### src/rtl/mdu_iter.sv
// Iterative multiply/divide unit that owns the HI/LO registers. Multiply uses a fixed delay line.
// Divide uses a radix-2 restoring iterator. Define MDU_MACC_EN to enable madd/maddu/msub/msubu.
module mdu_iter #(
   parameter int WIDTH   = 32,
   parameter int MUL_LAT = 5,
   parameter int CNT_W   = 6
) (
   input  logic             clk,
   input  logic             reset,
   input  logic             Req,
   input  logic [3:0]       MDUOp,
   input  logic             Start,
   input  logic [WIDTH-1:0] Data1,
   input  logic [WIDTH-1:0] Data2,
   output logic [WIDTH-1:0] HI,
   output logic [WIDTH-1:0] LO,
   output logic             Busy,
   output logic             Done
);

   // state | meaning
   // IDLE  | no op in flight; accepts mul/div, mthi/mtlo
   // MUL   | product held, counting down the multiply latency
   // DIV   | one restoring step per cycle
   // FIX   | sign correction and HI/LO write of the divide result
   typedef enum logic [1:0] {S_IDLE, S_MUL, S_DIV, S_FIX} state_t;

   state_t state_q, state_nxt;

   logic [CNT_W-1:0]   cnt_q;
   logic [2*WIDTH-1:0] prod_q;
   logic [WIDTH-1:0]   quo_q, rem_q, dvs_q;
   logic               sgn_r_q, sgn_q_q, dz_q;
   logic               busy_q, done_q;

   logic op_mul, op_div, op_sgn;
   logic acc_mul, acc_div, fin_mul, fin_div, we_hi, we_lo;
   logic cnt_zero;

   logic [2*WIDTH-1:0] a_ext, b_ext, prod_nxt, mul_res;
   logic               a_neg, b_neg;
   logic [WIDTH-1:0]   a_mag, b_mag;
   logic [WIDTH:0]     rem_sh, rem_sub;
   logic               rem_ge;
   logic [WIDTH-1:0]   quo_fix, rem_fix;

`ifdef MDU_MACC_EN
   logic op_mac, op_msub;
   logic mac_en_q, mac_sub_q;
`endif

   always_comb begin
      op_mul = (MDUOp == 4'd1) || (MDUOp == 4'd2);
      op_div = (MDUOp == 4'd3) || (MDUOp == 4'd4);
      op_sgn = (MDUOp == 4'd1) || (MDUOp == 4'd3);
`ifdef MDU_MACC_EN
      op_mac  = (MDUOp >= 4'd7) && (MDUOp <= 4'd10);
      op_msub = (MDUOp == 4'd9) || (MDUOp == 4'd10);
      op_mul  = op_mul || op_mac;
      op_sgn  = op_sgn || (MDUOp == 4'd7) || (MDUOp == 4'd9);
`endif
   end

   always_comb begin
      a_ext    = op_sgn ? {{WIDTH{Data1[WIDTH-1]}}, Data1} : {{WIDTH{1'b0}}, Data1};
      b_ext    = op_sgn ? {{WIDTH{Data2[WIDTH-1]}}, Data2} : {{WIDTH{1'b0}}, Data2};
      prod_nxt = a_ext * b_ext;
      a_neg    = op_sgn & Data1[WIDTH-1];
      b_neg    = op_sgn & Data2[WIDTH-1];
      a_mag    = a_neg ? -Data1 : Data1;
      b_mag    = b_neg ? -Data2 : Data2;
   end

   always_comb begin
      rem_sh  = {rem_q, quo_q[WIDTH-1]};
      rem_sub = rem_sh - {1'b0, dvs_q};
      rem_ge  = (rem_sh >= {1'b0, dvs_q});
      quo_fix = sgn_q_q ? -quo_q : quo_q;
      rem_fix = sgn_r_q ? -rem_q : rem_q;
   end

   // Accumulate forms use HI/LO as they stand at the write edge, so mthi/mtlo can't race them.
   always_comb begin
      mul_res = prod_q;
`ifdef MDU_MACC_EN
      if (mac_en_q)
         mul_res = mac_sub_q ? ({HI, LO} - prod_q) : ({HI, LO} + prod_q);
`endif
   end

   assign cnt_zero = (cnt_q == '0);

   always_ff @(posedge clk or negedge reset) begin
      if (!reset) state_q <= S_IDLE;
      else        state_q <= state_nxt;
   end

   always_comb begin
      state_nxt = state_q;
      acc_mul   = 1'b0;
      acc_div   = 1'b0;
      fin_mul   = 1'b0;
      fin_div   = 1'b0;
      we_hi     = 1'b0;
      we_lo     = 1'b0;
      if (Req) begin
         state_nxt = S_IDLE;
      end else begin
         case (state_q)
            S_IDLE: begin
               if (Start && op_mul) begin
                  acc_mul   = 1'b1;
                  state_nxt = S_MUL;
               end else if (Start && op_div) begin
                  acc_div   = 1'b1;
                  state_nxt = S_DIV;
               end else if (MDUOp == 4'd5) begin
                  we_hi = 1'b1;
               end else if (MDUOp == 4'd6) begin
                  we_lo = 1'b1;
               end
            end
            S_MUL: begin
               if (cnt_zero) begin
                  fin_mul   = 1'b1;
                  state_nxt = S_IDLE;
               end
            end
            S_DIV: begin
               if (cnt_zero) state_nxt = S_FIX;
            end
            S_FIX: begin
               fin_div   = 1'b1;
               state_nxt = S_IDLE;
            end
            default: state_nxt = S_IDLE;
         endcase
      end
   end

   always_ff @(posedge clk or negedge reset) begin
      if (!reset) begin
         cnt_q   <= '0;
         prod_q  <= '0;
         quo_q   <= '0;
         rem_q   <= '0;
         dvs_q   <= '0;
         sgn_r_q <= 1'b0;
         sgn_q_q <= 1'b0;
         dz_q    <= 1'b0;
         busy_q  <= 1'b0;
         done_q  <= 1'b0;
         HI      <= '0;
         LO      <= '0;
`ifdef MDU_MACC_EN
         mac_en_q  <= 1'b0;
         mac_sub_q <= 1'b0;
`endif
      end else begin
         done_q <= fin_mul | fin_div;
         if (Req) begin
            busy_q <= 1'b0;
            cnt_q  <= '0;
         end else if (acc_mul) begin
            busy_q <= 1'b1;
            cnt_q  <= CNT_W'(MUL_LAT - 1);
            prod_q <= prod_nxt;
`ifdef MDU_MACC_EN
            mac_en_q  <= op_mac;
            mac_sub_q <= op_msub;
`endif
         end else if (acc_div) begin
            busy_q  <= 1'b1;
            cnt_q   <= CNT_W'(WIDTH - 1);
            quo_q   <= a_mag;
            rem_q   <= '0;
            dvs_q   <= b_mag;
            sgn_r_q <= a_neg;
            sgn_q_q <= a_neg ^ b_neg;
            dz_q    <= (Data2 == '0);
         end else if (state_q == S_DIV) begin
            rem_q <= rem_ge ? rem_sub[WIDTH-1:0] : rem_sh[WIDTH-1:0];
            quo_q <= {quo_q[WIDTH-2:0], rem_ge};
            if (!cnt_zero) cnt_q <= cnt_q - 1'b1;
         end else if (state_q == S_MUL && !cnt_zero) begin
            cnt_q <= cnt_q - 1'b1;
         end else if (fin_mul || fin_div) begin
            busy_q <= 1'b0;
         end

         // Divide by zero: the iterator already leaves |Data1| in the remainder, so only LO needs overriding.
         if (fin_mul) begin
            {HI, LO} <= mul_res;
         end else if (fin_div) begin
            LO <= dz_q ? '1 : quo_fix;
            HI <= rem_fix;
         end else if (we_hi) begin
            HI <= Data1;
         end else if (we_lo) begin
            LO <= Data1;
         end
      end
   end

   assign Busy = busy_q;
   assign Done = done_q;

endmodule

### config.mk
export PLATFORM = sky130hd
export DESIGN_NAME = mdu_iter
export DESIGN_NICKNAME = d
export VERILOG_FILES = /design/src/rtl/mdu_iter.sv
export SDC_FILE = /design/constraint.sdc
export NUM_CORES = 2
export LEC_CHECK = 0
export CAP_MARGIN = 5
export CORE_ASPECT_RATIO = 0.5
export CORE_UTILIZATION = 48
export DETAILED_ROUTE_END_ITERATION = 7
export SYNTH_ARGS = -nofsm -noshare
export SYNTH_HDL_FRONTEND = slang
export SYNTH_SLANG_ARGS = --single-unit
export TNS_END_PERCENT = 50
### constraint.sdc
create_clock -name clk -period 5.4 [get_ports clk]
set_input_delay 1.08 -clock clk [delete_from_list [all_inputs] [get_ports clk]]
set_output_delay 1.08 -clock clk [all_outputs]
set_load 0.005 [all_outputs]
Word level (Yosys, flattened, before mapping) --
Index checks and enable logic that the tools add are counted.
Word-level totals: register bits after elaboration 237
Cells by class: eq/ne operators 16, multiplexer cells 60, multiply operators 1, reductions and logical operators 23, magnitude comparators 1, add/subtract/negate cells 6, bitwise logic cells 6
Operator list (count):
- $mux W32 | 17
- $mux W64 | 2
- $neg A32 Y32 | 4
- $mul A64 B64 Y64 | 1
- $mux W6 | 6
- $ge A33 B32 Y1 | 1
- $logic_not A32 Y1 | 1
- $sub A32 B32 Y32 | 1
- $mux W1 | 29
- $eq A4 B3 Y1 const B | 3
- $ne A4 B4 Y1 const B | 3
- $reduce_and A3 Y1 | 4
- $mux W2 | 5
- $ne A3 B3 Y1 const B | 3
- $eq A4 B2 Y1 const B | 2
- $pmux W2 S4 | 1
- $logic_not A6 Y1 | 1
- $reduce_and A2 Y1 | 3
- $reduce_bool A3 Y1 | 2
- $sub A6 B1 Y6 const B | 1
- $ne A5 B5 Y1 const B | 1
- $reduce_bool A5 Y1 | 1
- $eq A2 B2 Y1 const B | 2
- $eq A4 B1 Y1 const B | 1
- other kinds (11) | 18

Logic depth before layout (Yosys ltp) --
word-level depth 11, depth in mapped cells 36

Least setup slack after synthesis --
OpenSTA, ideal clock, no wires.
kind in2reg, from input MDUOp[2], to register prod_q[63], in the netlist mul_res[63], data required time 5.268 ns, buffers on the path 4, data arrival time 10.386 ns, setup slack -5.118 ns, setup time 0.132 ns, stages on the path 32, cells stage by stage nor2_1 > and3_1 > clkbuf_1 > clkbuf_1 > clkbuf_1 > clkbuf_1 > nand2_1 > fa_1 > inv_1 > fa_1 > fa_1 > inv_1 > fa_1 > inv_1 > fa_1 > fa_1 > fa_1 > fa_1 > fa_1 > inv_1 > fa_1 > inv_1 > ha_1 > nand3_1 > nor4_1 > nand4b_1 > o32ai_1 > nor3_2 > o31ai_2 > a31oi_1 > nand4_1 > or3b_1
On the way: cells in the longest elaborated chain, start to end 7, elaborated cells between the ends (all ways) 13
RTL lines:
- start, declared | RTL line 11 | input logic [3:0] MDUOp,
- branches (longest 7 deep; another with $mul A64 B64 Y64)
- end signal, assigned | RTL line 167 | prod_q <= prod_nxt;
- end, declared | RTL line 31 | logic [2*WIDTH-1:0] prod_q;
Several ways; the timed one is not identified. A chain may end at the register's enable or synchronous reset.

Worst setup path after layout --
Same ends and word-level chain as after synthesis.

==> flow_summary.toml <==
[status]
status = "finished with violations"
violations = "negative setup slack"

[global_route]
grt_overflow_total = 0
grt_pass1_wl_um = 338300
top_usage_layer = "met2"
antenna_found_initial = 12
met1_usage_pct = 48.41
use_met2_pct = 54.20
gr-usage-all-layers_pct = 34.49
grt_pass1_vias = 54779
grt.met3_usage_pct = 6.938
grt_max_degree = 126

[sta]
fin_ws_ps = -3792
hold_violations = 0
period_needed_ps = 9192
fmax_mhz = 108.8
slew_headroom_pct = 33.48
setup_viol = 58
drv_slew = 0
rsz0062_at_grt = "yes"
tightest_slew_ps = 997.7
final.setup_skew_ps = 14.69
post-route-period-util_pct = 170.2

[die]
die_h_um = 256.6
coreArea_sq_um = 127200
initial_utilization_pct = 48.91
row_count = 92
dieArea_sq_um = 131100
die_w_um = 511.1
boundaryPins = 138

[cells_and_area]
design_area_sq_um = 75540
nets = 9424
drive_gt1_share_pct = 18.91
syn2layout_area_growth_pct = 21.43

[critical_path]
crit_path_end_kind = "flip-flop"
worstSetupPathType = "in2reg"
critPathRequiredTime_ps = 5840
cp_top_family = "adder cells"
cp_num_buf_inv = 11
critPathMostFrequentCell = "fa_1"
start_kind = "primary input"
worstPathArrival_ps = 9630
slowest_delay_ps = 560
crit_slowest_cell = "fa_2"
cp_max_fo = 5

[route]
first_iter_violations = 4230
drc_errors = 0
wire_per_inst_um = 23.63
ant_nets = 0
firstDrtPassIters = 8
vias_per_cell = 5.471
vias = 50873
drt_wl_total_um = 219800

[placement]
routabilityCongestion = 0.9905
pre_cts_ws_ps = -5101
dp_hpwl_um = 182100
io_buffers = 137
placed_area_sq_um = 71170

[min_path]
hold_path.class = "reg2reg"

[yosys]
synth_seq_area_share_pct = 9.534
netlist_instances = 6909
yosysWarnings = 0
syn_area_sq_um = 62210
synth_largest_area_cell = "fa_1"
synth_top_area_share_pct = 45.67
synthTopCellsByArea = "fa_1 46%, dfrtp_1 9.5%, inv_1 9.4%, ha_1 7.0%, nand2_1 5.7%"
syn-num-nets = 8750
ys_seq_elements = 237
syn_avg_cell_area_sq_um = 9.004
synthFlopType = "dfrtp_1"
synth_common_cells = "1562 x inv_1, 1419 x fa_1, 949 x nand2_1, 409 x and2_1, 350 x ha_1"
synth.distinct_cells = 81
synth-edff-count = 0
async_flop_share_pct = 100.0
synth.most_common_cell = "inv_1"

[clocking]
clock-root-buffer = "clkbuf_16"
cts_tree = "yes"
clock_latency_ps = 560
cts_buffer_depth = 3
clkTransAtPathRegs_ps = 70
ctsHoldBuffers = 0
clkSinkCount = 237
htreeDepth = 1
numCtsBuffers = 24

[flow_run]
cap_violations = 0
## state kept, by name (all words and copies together) (netlist names), 2 cells and up
register	flops
mul_res	64
dvs_q	32
state_q	2
LO	32
cnt_q	6
rem_q	32
HI	32
quo_q	32
## final cells by class
class	count	area [sq um]
multi-input combinational	4717	50850
antenna	6	15.01
timing repair buffer	1040	9923
tap	1692	2117
inverter	1563	5876
clock inverter	12	128.9
sequential	237	5931
fill	11100	51660
clock buffer	32	701.9
## logic make-up after synthesis
logic type / Yosys count / synth area share (%)
AOI/OAI and AO/OA: 822 / 7.959
xor gates and xnor gates: 254 / 3.576
adders and majority gates: 1772 / 52.75
buffers and inverters: 1956 / 11.98
DFF: 237 / 9.534
muxes: 35 / 0.5752
and+or+nand+nor: 1833 / 13.62
## worst paths after layout
| path | from | to | slack, ps | cells past startpoint |
|---|---|---|---|---|
| worst max-delay path | MDUOp[2] | mul_res[63] | -3790 | 34 |
| worst min-delay path | mul_res[33] | mul_res[33] | 490 | 2 |
| worst max register to register | rem_q[5] | rem_q[2] | 1410 | 10 |
| worst min register to register | mul_res[33] | mul_res[33] | 490 | 2 |
| max in group asynchronous | reset | dvs_q[24] | 3610 | 2 |
| min in group asynchronous | reset | cnt_q[4] | 520 | 1 |
## worst reg2reg max path, stage by stage (launching register included)
cell and delay [ps]:
dfrtp_1 500, ha_1 430, o21ai_0 420, nand2b_1 140, o2111ai_1 280, a211o_1 250, nand4_1 210, a21oi_1 620
or2_2 620, nand2_1 160, a32o_1 270
## routing by layer
metal | wire length, um | share of wire, %
met3 | 18620 | 8.5
met2 | 98090 | 45
met5 | 37 | 0.017
met4 | 8096 | 3.7
met1 | 94920 | 43
## placed cells by master (no fill, tap or decap), drive strengths merged, types with 40 or more instances in the layout
cell,n
o21ai,233
clkbuf,40
clkdlybuf4s50,76
fa,1419
buf,941
nor3,51
a21o,43
ha,350
inv,1562
xor2,125
and2,409
nand2,949
a211oi,78
xnor2,129
dfrtp,237
a21oi,305
nor2,238
## per-stage QoR
stage	hold slack, ps	TNS [ps]	cells	util, %
6_report	487.9	-157540	9299	59.39
5_1_grt	509.5	-168600	9297	59.38
4_1_cts	490.3	-159600	9269	58.51
3_5_place_dp	475.2	-223580	9127	55.95
3_3_place_gp	472.4	-220790	9127	55.95
2_1_floorplan	446.0	-161660	6909	-
## timing repair
| action | 4_1_cts | 5_1_grt |
|---|---|---|
| gates cloned | 17 | 1 |
| endpoints found under the hold margin | 0 | 0 |
| gates resized for setup | 445 | 241 |
| setup buffers | 82 | 32 |
| pin swaps | 246 | 147 |
| setup endpoints to repair | 58 | 58 |
Power is left out: the tool's default activity adds up to more than one toggle a clock period on the data nets, which glitch-free logic cannot reach.
